`src/rtl/cordic_abs_if.sv`:
```
// Sample/result bundle for the CORDIC absolute-value unit.
// The master drives operands and the slave returns the registered magnitude and flags.
interface cordic_abs_if #(
  parameter int WORD_WIDTH = 16
);
  logic                  in_valid;
  logic [WORD_WIDTH-1:0] ans;
  logic                  out_valid;
  logic [WORD_WIDTH-1:0] abs_ans;
  logic                  neg;
  logic                  ovf;

  modport master (
    output in_valid,
    output ans,
    input  out_valid,
    input  abs_ans,
    input  neg,
    input  ovf
  );

  modport slave (
    input  in_valid,
    input  ans,
    output out_valid,
    output abs_ans,
    output neg,
    output ovf
  );
endinterface

```
`src/rtl/cordic_abs.sv`:
```
// Registered two's-complement absolute value with sign and overflow flags, one-cycle latency.
// Optional macro CORDIC_ABS_SAT_EN saturates the most-negative input to the most-positive value.
module cordic_abs #(
  parameter int WORD_WIDTH = 16
) (
  input  logic         clk,
  input  logic         rst_n,
  cordic_abs_if.slave  bus
);

  localparam logic [WORD_WIDTH-1:0] MOST_NEG = {1'b1, {(WORD_WIDTH-1){1'b0}}};
  localparam logic [WORD_WIDTH-1:0] MOST_POS = {1'b0, {(WORD_WIDTH-1){1'b1}}};
  localparam logic [WORD_WIDTH-1:0] ONE      = {{(WORD_WIDTH-1){1'b0}}, 1'b1};

  logic                  valid_q, valid_d;
  logic [WORD_WIDTH-1:0] abs_q, abs_d;
  logic                  neg_q, neg_d;
  logic                  ovf_q, ovf_d;

  function automatic logic [WORD_WIDTH-1:0] magnitude(input logic [WORD_WIDTH-1:0] v);
    logic [WORD_WIDTH-1:0] m;
    if (v[WORD_WIDTH-1]) begin
      m = ~v + ONE;
    end else begin
      m = v;
    end
`ifdef CORDIC_ABS_SAT_EN
    // Negating the most-negative value wraps back to itself; clamp it instead.
    if (v == MOST_NEG) begin
      m = MOST_POS;
    end else begin
      m = m;
    end
`endif
    return m;
  endfunction

  // Next-state: capture on valid, otherwise drop valid and hold the data fields.
  always_comb begin
    valid_d = valid_q;
    abs_d   = abs_q;
    neg_d   = neg_q;
    ovf_d   = ovf_q;
    if (bus.in_valid) begin
      valid_d = 1'b1;
      abs_d   = magnitude(bus.ans);
      neg_d   = bus.ans[WORD_WIDTH-1];
      ovf_d   = (bus.ans == MOST_NEG);
    end else begin
      valid_d = 1'b0;
    end
  end

  // Output registers; reset clears them asynchronously so no stale result escapes.
  always_ff @(posedge clk or negedge rst_n) begin
    if (!rst_n) begin
      valid_q <= 1'b0;
      abs_q   <= {WORD_WIDTH{1'b0}};
      neg_q   <= 1'b0;
      ovf_q   <= 1'b0;
    end else begin
      valid_q <= valid_d;
      abs_q   <= abs_d;
      neg_q   <= neg_d;
      ovf_q   <= ovf_d;
    end
  end

  assign bus.out_valid = valid_q;
  assign bus.abs_ans   = abs_q;
  assign bus.neg       = neg_q;
  assign bus.ovf       = ovf_q;

endmodule

```
`src/flat_wrapper.sv`:
```
// flat-port wrapper written by rule: the top's interface ports become plain ports
module cordic_abs_flat 
#(
  parameter int WORD_WIDTH = 16
)
  (clk, rst_n, bus_in_valid, bus_ans, bus_out_valid, bus_abs_ans, bus_neg, bus_ovf);
  cordic_abs_if #(.WORD_WIDTH(WORD_WIDTH)) bus_i ();
  input  logic clk;
  input  logic rst_n;
  input wire logic [$bits(bus_i.in_valid)-1:0] bus_in_valid;
  input wire logic [$bits(bus_i.ans)-1:0] bus_ans;
  output wire logic [$bits(bus_i.out_valid)-1:0] bus_out_valid;
  output wire logic [$bits(bus_i.abs_ans)-1:0] bus_abs_ans;
  output wire logic [$bits(bus_i.neg)-1:0] bus_neg;
  output wire logic [$bits(bus_i.ovf)-1:0] bus_ovf;
  assign bus_i.in_valid = bus_in_valid;
  assign bus_i.ans = bus_ans;
  assign bus_out_valid = bus_i.out_valid;
  assign bus_abs_ans = bus_i.abs_ans;
  assign bus_neg = bus_i.neg;
  assign bus_ovf = bus_i.ovf;
  cordic_abs #(.WORD_WIDTH(WORD_WIDTH)) u_core (.clk(clk), .rst_n(rst_n), .bus(bus_i));
endmodule
```
`config.mk`:
```
export PLATFORM = sky130hd
export DESIGN_NAME = cordic_abs_flat
export DESIGN_NICKNAME = d
export VERILOG_FILES = /design/src/rtl/cordic_abs_if.sv /design/src/rtl/cordic_abs.sv /design/src/flat_wrapper.sv
export SDC_FILE = /design/constraint.sdc
export NUM_CORES = 1
export LEC_CHECK = 0
export CAP_MARGIN = 0
export CELL_PAD_IN_SITES_DETAIL_PLACEMENT = 1
export CELL_PAD_IN_SITES_GLOBAL_PLACEMENT = 2
export CORE_ASPECT_RATIO = 0.5
export CORE_MARGIN = 2
export CORE_UTILIZATION = 25
export DETAILED_ROUTE_END_ITERATION = 8
export PLACE_DENSITY = 0.84
export SLEW_MARGIN = 10
export SYNTH_ARGS = -nofsm -noshare
export SYNTH_HDL_FRONTEND = slang
export SYNTH_SLANG_ARGS = --single-unit
```
`constraint.sdc`:
```
create_clock -name clk -period 0.9 [get_ports clk]
set_input_delay 0.09 -clock clk [delete_from_list [all_inputs] [get_ports clk]]
set_output_delay 0.09 -clock clk [all_outputs]
set_load 0.03 [all_outputs]
```
# Word-level counts from Yosys, hierarchy flattened
# Index checks and enable logic that the tools add are counted.
# totals
ff_bits,19
wordCells,9
# op_classes
add_sub_neg,1
eq_ne,1
muxes,2
bitwise,1
# ops
cell,n
$add 16x1->16 const B,1
$eq 16x16->1 const B,1
$mux 16,1
$not 16->16,1
$mux 1,1

# Longest topological paths before layout
# Gate-level depths: netlist of run 1.
# logic_depth
ltp_word,3
mapped_depth,7
depth_no_buf,6

# Worst setup path before layout of run 1
# No wires, ideal clock.
# synth_timing
kind,input to register
startpoint,in bus_ans[0]
endpoint,"reg u_core.abs_q[14], in the netlist u_core.bus.abs_ans[14]"
t_arrival_ps,1547
slack_ps,-786
cell_stages,7
cell_sequence,inv_1 ha_1 or4b_1 or3_1 buf_2 o31ai_1 o221ai_2
# synth_via
elab_chain_cells,3
# synth_rtl
item,line_no,text
start: declaration,flat_wrapper.sv:11,input wire logic [$bits(bus_i.ans)-1:0] bus_ans;
$not 16->16,cordic_abs.sv:23,m = ~v + ONE;
$add 16x1->16,cordic_abs.sv:23,
$mux 16,cordic_abs.sv:22,if (v[WORD_WIDTH-1]) begin
end signal: assignment,cordic_abs.sv:58,abs_q <= {WORD_WIDTH{1'b0}};
end signal: assignment,cordic_abs.sv:63,abs_q <= abs_d;
end: declaration,cordic_abs.sv:16,"logic [WORD_WIDTH-1:0] abs_q, abs_d;"
# No other way between the ends.
# A chain may end at the register's enable or synchronous reset.

# Worst setup path in the final report of run 1
# Same ends and word-level chain as after synthesis.

==> impl_metrics.py, run 1 <==
metrics = {
    "cells_and_area": {
        "final_cells": 249,
        "layout.nets": 216,
        "register_area_um2": 475,
        "drive_gt1_share_pct": 55.4,
        "multi_input_area_um2": 706,
        "diodes": 0,
        "area_growth_pct": 107,
        "finalInstanceArea_um2": 2160,
        "nFillCells": 440,
    },
    "power": {
        "peakVddDrop_uv": 644,
        "total_leakage_power_uw": 0.000981,
        "pwr_density_cell_nw_per_um2": 1240,
        "total_power_uw": 2680,
    },
    "worst_setup_path": {
        "crit_path_max_fanout": 4,
        "criticalPathCategory": "in -> reg",
        "slowest_delay_ps": 470,
        "reg2reg_from": "u_core.bus.abs_ans[10]$_DFFE_PN0P_",
        "regToRegSetupSlack_ps": -50,
        "worstPathArrival_ps": 1660,
        "startpoint_type": "input pin",
        "path_cells": "buf_12 > inv_12 > ha_4 > or4b_4 > or3_4 > o31ai_2 > o221ai_2",
        "worst_ep_required_time_ps": 1030,
        "cpMaxStageDelayCell": "or4b_4",
        "reg2reg_to": "u_core.bus.abs_ans[10]$_DFFE_PN0P_",
        "reg2reg_depth": 3,
        "cp-end-kind": "flop",
    },
    "place": {
        "routabilityCongestion": 0.769,
        "post-place-cells": 228,
        "io_buffer_count": 37,
        "dpl_worst_slack_ps": -1430,
        "place_area_um2": 1740,
        "dp_hpwl_mm": 2.51,
    },
    "logic_synthesis": {
        "synth_top_cell_area_share_pct": 45.4,
        "ys_warn_count": 0,
        "synth_area_per_cell_um2": 9.19,
        "yosysTopAreaCell": "dfrtp_1",
        "seq_area_frac_synth_pct": 45.4,
        "synth_nets": 134,
        "ys_types": 29,
        "ys_ff_latch": 19,
        "synth_area_um2": 1050,
        "yosys-top-cells-area": "dfrtp_1 45%, xor2_1 5.9%, nor2_1 5.4%",
        "synth_cells": 114,
    },
    "clock_tree": {
        "clkTransAtPathRegs_ps": 70,
        "cts_inserted_buffers": 3,
        "htree_levels": 1,
        "cts.sinks": 19,
        "cts_tree": "done",
        "cts_buffer_depth": 2,
        "cts_root_buf": "clkbuf_8",
        "clkLatencyLatePin_ps": 260,
    },
    "global_route": {
        "grt-busiest-layer": "met2",
        "gr-usage-all-layers_pct": 18.9,
        "grt_pass1_vias": 1309,
        "overflow": 0,
        "grt_pass1_wl_mm": 6.82,
        "use_met2_pct": 33.3,
        "met3_usage_pct": 3.67,
        "grt_start_max_net_pins": 16,
        "met1_usage_pct": 23.0,
        "antenna_found_initial": 0,
    },
    "flow_run": {
        "maxCapViolCount": 0,
    },
    "die": {
        "row_count": 16,
        "fp.dieArea_um2": 4750,
        "die_h_um": 49.8,
        "io_pins": 38,
        "core_area_um2": 3960,
        "die_w_um": 95.5,
        "start_util_pct": 26.4,
    },
    "route": {
        "vias": 1213,
        "vias_per_cell": 4.87,
        "wirelength_mm": 4.75,
        "remaining_drc_errors": 0,
        "wire_per_inst_um": 19.1,
        "drt_iter0_drc": 34,
        "dr.pass1.iters": 4,
        "ant_nets": 0,
    },
    "sta": {
        "report.final.slew_viol_count": 0,
        "tightest_slew_ps": 320,
        "finClkSkew_ps": 0,
        "period_needed_ps": 1540,
        "timing.final.ws_setup_ps": -636,
        "hold_viol_final": 0,
        "fin_crit_sh_pct": 171,
        "slew_headroom_pct": 78.6,
        "rsz0062_at_grt": "yes",
        "fmax_mhz": 651,
        "final-setup-viol-count": 17,
        "fin_tns_setup_ps": -5680,
    },
    "min_path": {
        "whs_path_depth": 1,
        "whs_endpoint": "u_core.bus.out_valid$_DFF_PN0_",
        "worstHoldStart": "bus_in_valid",
        "hp-class": "in -> reg",
    },
    "outcome": {
        "violations": "negative setup slack",
        "outcome": "finished with violations",
    },
}
==> area by class of cell <==
class	count	area share [%]
Sequential cell	19	22.0
Tap cell	54	3.12
Multi-Input combinational cell	80	32.6
Inverter	8	2.20
Timing Repair Buffer	84	38.0
Clock buffer	4	2.08
==> power by group <==
group | switching, uW | total [uW] | internal, uW
logic | 532 | 1050 | 514
clock network | 309 | 624 | 315
registers | 65.6 | 1010 | 941
total | 907 | 2680 | 1770
==> worst max-delay path by stage <==
stage | slack, ps | from | end | cells past startpoint
floorplan | -700 | bus_ans[0] | u_core.bus.abs_ans[14]$_DFFE_PN0P_ | 7
CTS | -550 | bus_ans[1] | u_core.bus.abs_ans[14]$_DFFE_PN0P_ | 7
finish | -640 | bus_ans[0] | u_core.bus.abs_ans[14]$_DFFE_PN0P_ | 7
detailed placement | -1430 | bus_ans[0] | u_core.bus.abs_ans[14]$_DFFE_PN0P_ | 7
global placement | -1390 | bus_ans[0] | u_core.bus.abs_ans[14]$_DFFE_PN0P_ | 7
global route | -670 | bus_ans[0] | u_core.bus.abs_ans[14]$_DFFE_PN0P_ | 7
==> per-stage QoR <==
step | utilization [%] | hold WS [ps]
after global placement | 43.9 | 424
final | 54.6 | 170
after detailed placement | 43.9 | 425
after global routing | 54.6 | 169
after CTS | 50.1 | 137
after floorplan | - | -206
==> state kept, by name, indices dropped and copies added, names as in the netlist <==
| register | count |
|---|---|
| u_core.bus.ovf | 1 |
| u_core.bus.neg | 1 |
| u_core.bus.out_valid | 1 |
| u_core.bus.abs_ans | 16 |
==> cells in the mapped netlist <==
master and count:
a211o_1 1, mux2i_1 4, a21oi_1 9, or4b_1 1
o21ai_0 7, o31a_1 1, xnor2_1 1, or3_1 4
o41ai_1 2, inv_1 8, buf_2 1, nand3b_1 1
or2_0 1, o2111ai_1 1, nor2b_1 4, ha_1 1
dfrtp_1 19, o22ai_1 2, o311ai_1 3, nor4_1 1
or4_1 2, o221ai_2 1, nand4_1 1, nand2_1 6
xor2_1 7, clkbuf_1 6, nor2_1 15, o31ai_1 3
mux2_2 1
==> repair_timing <==
| action | 4_1_cts | 5_1_grt |
|---|---|---|
| endpoints found under the setup margin | 35 | 33 |
| gates resized for setup | 80 | 29 |
| hold endpoints to repair | 0 | 0 |
| pin swaps | 20 | 22 |
| setup buffers | 6 | 12 |
| hold buffers | 0 | 0 |
==> critical path, delay by kind of cell <==
family                     cells  cell delay (ps)
and+or+nand+nor                2              890
AOI/OAI and AO/OA              2              410
buffers and inverters          2              150
adders and majority gates      1              120
==> routing by layer <==
layer,vias up,wire length (um),share of wire (%)
met1,609,2040,43
met5,-,0,0
met4,0,133,2.8
met3,12,126,2.7
met2,28,2450,52
li1,564,-,-
==> kinds of logic after synthesis <==
group	Yosys count	synth area share [%]
simple gates	36	17.2
compound gates	30	19.1
flops	19	45.4
buf+inv	15	5.50
xor+xnor	8	6.69
mux	5	4.90
fa+ha+maj	1	1.19
==> placed cells by master (no fill, tap or decap), types with 3 or more instances in the layout <==
cell             Yosys  routed
xor2_1               7       7
dfrtp_1             19      19
mux2i_1              4       4
buf_4                0      31
o21ai_2              0       3
clkbuf_8             0       3
a21oi_1              9       9
nand2_1              6       5
clkdlybuf4s50_1      0       4
inv_1                8       6
nor2_1              15      14
dlymetal6s2s_1       0       3
buf_2                1       3
or3_4                0       3
buf_6                0      36
nor2b_1              4       3
Note: power is estimated with default switching activity, not from simulation.
==> run 2: changes to the inputs <==
Settings changed: CORE_ASPECT_RATIO 0.5 to 0.75, CTS_CLUSTER_SIZE set to 8.
Clock period 0.9 ns to 1.45 ns, I/O delays scaled along.
==> run 2 against run 1 <==
Net effect:
- the run still ends with negative setup slack left
- clock skew unchanged
- register-to-register slack better by 700 ps
- first-iteration DRC count up 12%
- hold slack worse by 17 ps
- design area down 14%
- die area down 0.55%
- non-clock buffer count down 22
- critical endpoint is now u_core.bus.abs_ans[12]$_DFFE_PN0P_
- largest power group is now sequential cells
==> impl_metrics.py, run 2 (synthesized netlist as in run 1, its figures left out) <==
metrics = {
    "route": {
        "vias": 1077,
        "wirelength_mm": 3.43,
        "vias_per_cell": 4.72,
        "drt_iter0_drc": 38,
        "dr.pass1.iters": 4,
        "met1_length_mm": 1.49,
        "remaining_drc_errors": 0,
        "ant_nets": 0,
        "highest_layer": "met3",
        "wire_per_inst_um": 15.0,
        "wl_met2_mm": 1.82,
        "met3WireLength_um": 115,
    },
    "global_route": {
        "grt_pass1_wl_mm": 5.75,
        "overflow": 0,
        "gr-usage-all-layers_pct": 15.7,
        "grt_start_max_net_pins": 20,
        "antenna_found_initial": 0,
        "grt_pass1_vias": 1209,
    },
    "sta": {
        "rsz0062_at_grt": "yes",
        "slew_headroom_pct": 74.1,
        "fin_tns_setup_ps": -255,
        "finClkSkew_ps": 0,
        "timing.final.ws_setup_ps": -87.7,
        "final-setup-viol-count": 3,
        "report.final.slew_viol_count": 0,
        "fin_crit_sh_pct": 106,
        "fmax_mhz": 650,
        "period_needed_ps": 1540,
        "hold_viol_final": 0,
        "timing.hold.ws_ps": 154,
        "tightest_slew_ps": 384,
    },
    "worst_setup_path": {
        "crit_start": "bus_ans[0]",
        "regToRegSetupSlack_ps": 650,
        "cp-end-kind": "flop",
        "crit_path_max_fanout": 5,
        "worstPathArrival_ps": 1700,
        "criticalPathCategory": "in -> reg",
        "reg2reg_to": "u_core.bus.abs_ans[13]$_DFFE_PN0P_",
        "reg2reg_from": "u_core.bus.abs_ans[13]$_DFFE_PN0P_",
        "worst_ep_required_time_ps": 1610,
        "endpoint": "u_core.bus.abs_ans[12]$_DFFE_PN0P_",
        "startpoint_type": "input pin",
        "reg2reg_depth": 2,
    },
    "place": {
        "place_area_um2": 1650,
        "routabilityCongestion": 0.779,
        "dpl_worst_slack_ps": -1010,
        "io_buffer_count": 37,
        "dp_hpwl_mm": 2.44,
    },
    "clock_tree": {
        "clkTransAtPathRegs_ps": 70,
        "cts_inserted_buffers": 3,
        "htree_levels": 1,
        "cts_root_buf": "clkbuf_8",
        "cts_buffer_depth": 2,
        "cts.sinks": 19,
        "clkLatencyLatePin_ps": 250,
        "cts_tree": "done",
    },
    "cells_and_area": {
        "register_area_um2": 475,
        "diodes": 0,
        "area_growth_pct": 78.7,
        "final_core_util_pct": 46.5,
        "nFillCells": 465,
        "layout.nets": 194,
        "final_common_cell": "buf_4",
        "drive_gt1_share_pct": 30.1,
        "largest_reg_flops": 16,
        "multi_input_area_um2": 626,
        "layout_common_cells": "20 x buf_4, 19 x dfrtp_1, 15 x nor2_1, 15 x dlymetal6s2s_1, 10 x clkdlybuf4s50_1",
        "finalInstanceArea_um2": 1870,
    },
    "power": {
        "total_leakage_power_uw": 0.000908,
        "pwr_density_cell_nw_per_um2": 798,
        "peakVddDrop_uv": 400,
    },
    "die": {
        "io_pins": 38,
        "die_h_um": 60.1,
        "core_area_um2": 4030,
        "start_util_pct": 26.0,
        "row_count": 20,
        "die_w_um": 78.7,
        "fp.dieArea_um2": 4730,
    },
    "min_path": {
        "hp-class": "in -> reg",
    },
    "outcome": {
        "violations": "negative setup slack",
        "outcome": "finished with violations",
    },
    "flow_run": {
        "maxCapViolCount": 0,
    },
}
run 2: cell count changes in the layout (fill, tap and decap cells not counted), sizes merged:
cell           before  now
clkinv              0    1
buf                74   30
dlygate4sd2         2    4
clkbuf              5    4
clkdlybuf4s50       4   10
dlymetal6s2s        3   15
clkdlybuf4s15       0    3
inv                 8    7
run 2: timing repair:
action	CTS	global route
setup buffers	5	0
setup endpoints to repair	18	23
pin swaps	9	8
hold buffers	0	0
gates resized for setup	46	31
run 2: worst min path at each step:
stage	startpoint	to	slack, ps	depth (start not counted)
finish	bus_ans[0]	u_core.bus.abs_ans[0]$_DFFE_PN0P_	150	2
global placement	u_core.bus.abs_ans[0]$_DFFE_PN0P_	u_core.bus.abs_ans[0]$_DFFE_PN0P_	500	1
global route	bus_ans[0]	u_core.bus.abs_ans[0]$_DFFE_PN0P_	160	2
detailed placement	u_core.bus.abs_ans[0]$_DFFE_PN0P_	u_core.bus.abs_ans[0]$_DFFE_PN0P_	510	1
floorplan	rst_n	u_core.bus.abs_ans[0]$_DFFE_PN0P_	-150	0
CTS	bus_ans[0]	u_core.bus.abs_ans[0]$_DFFE_PN0P_	150	2
run 2: through the flow:
stage	instances	total power (uW)
2_1_floorplan	114	856
3_3_place_gp	219	1110
3_5_place_dp	219	1120
4_1_cts	228	1500
5_1_grt	228	1590
6_report	228	1490
run 2: layout make-up:
type	instances	share of cell area (%)
multi-input combinational	80	33.4
inverter	8	2.54
tap	55	3.68
timing repair buffer	62	32.6
clock buffer	4	2.41
sequential	19	25.4
run 2: metal layers:
metal / track usage [%] / up-vias
li1: - / 519
met1: 19.1 / 538
met2: 29.7 / 20
met3: 4.38 / 0
met4: 0 / 0
met5: 0 / -
run 2: report_power, final:
part	internal, uW	switching (uW)
combinational	228	281
clock	195	176
sequential	584	29.2
run 2: critical path, cell delays in order:
cell      delay [ps]
buf_12           110
inv_12            40
ha_4             110
or4b_4           470
or3_4            430
buf_4            160
o311ai_2         230
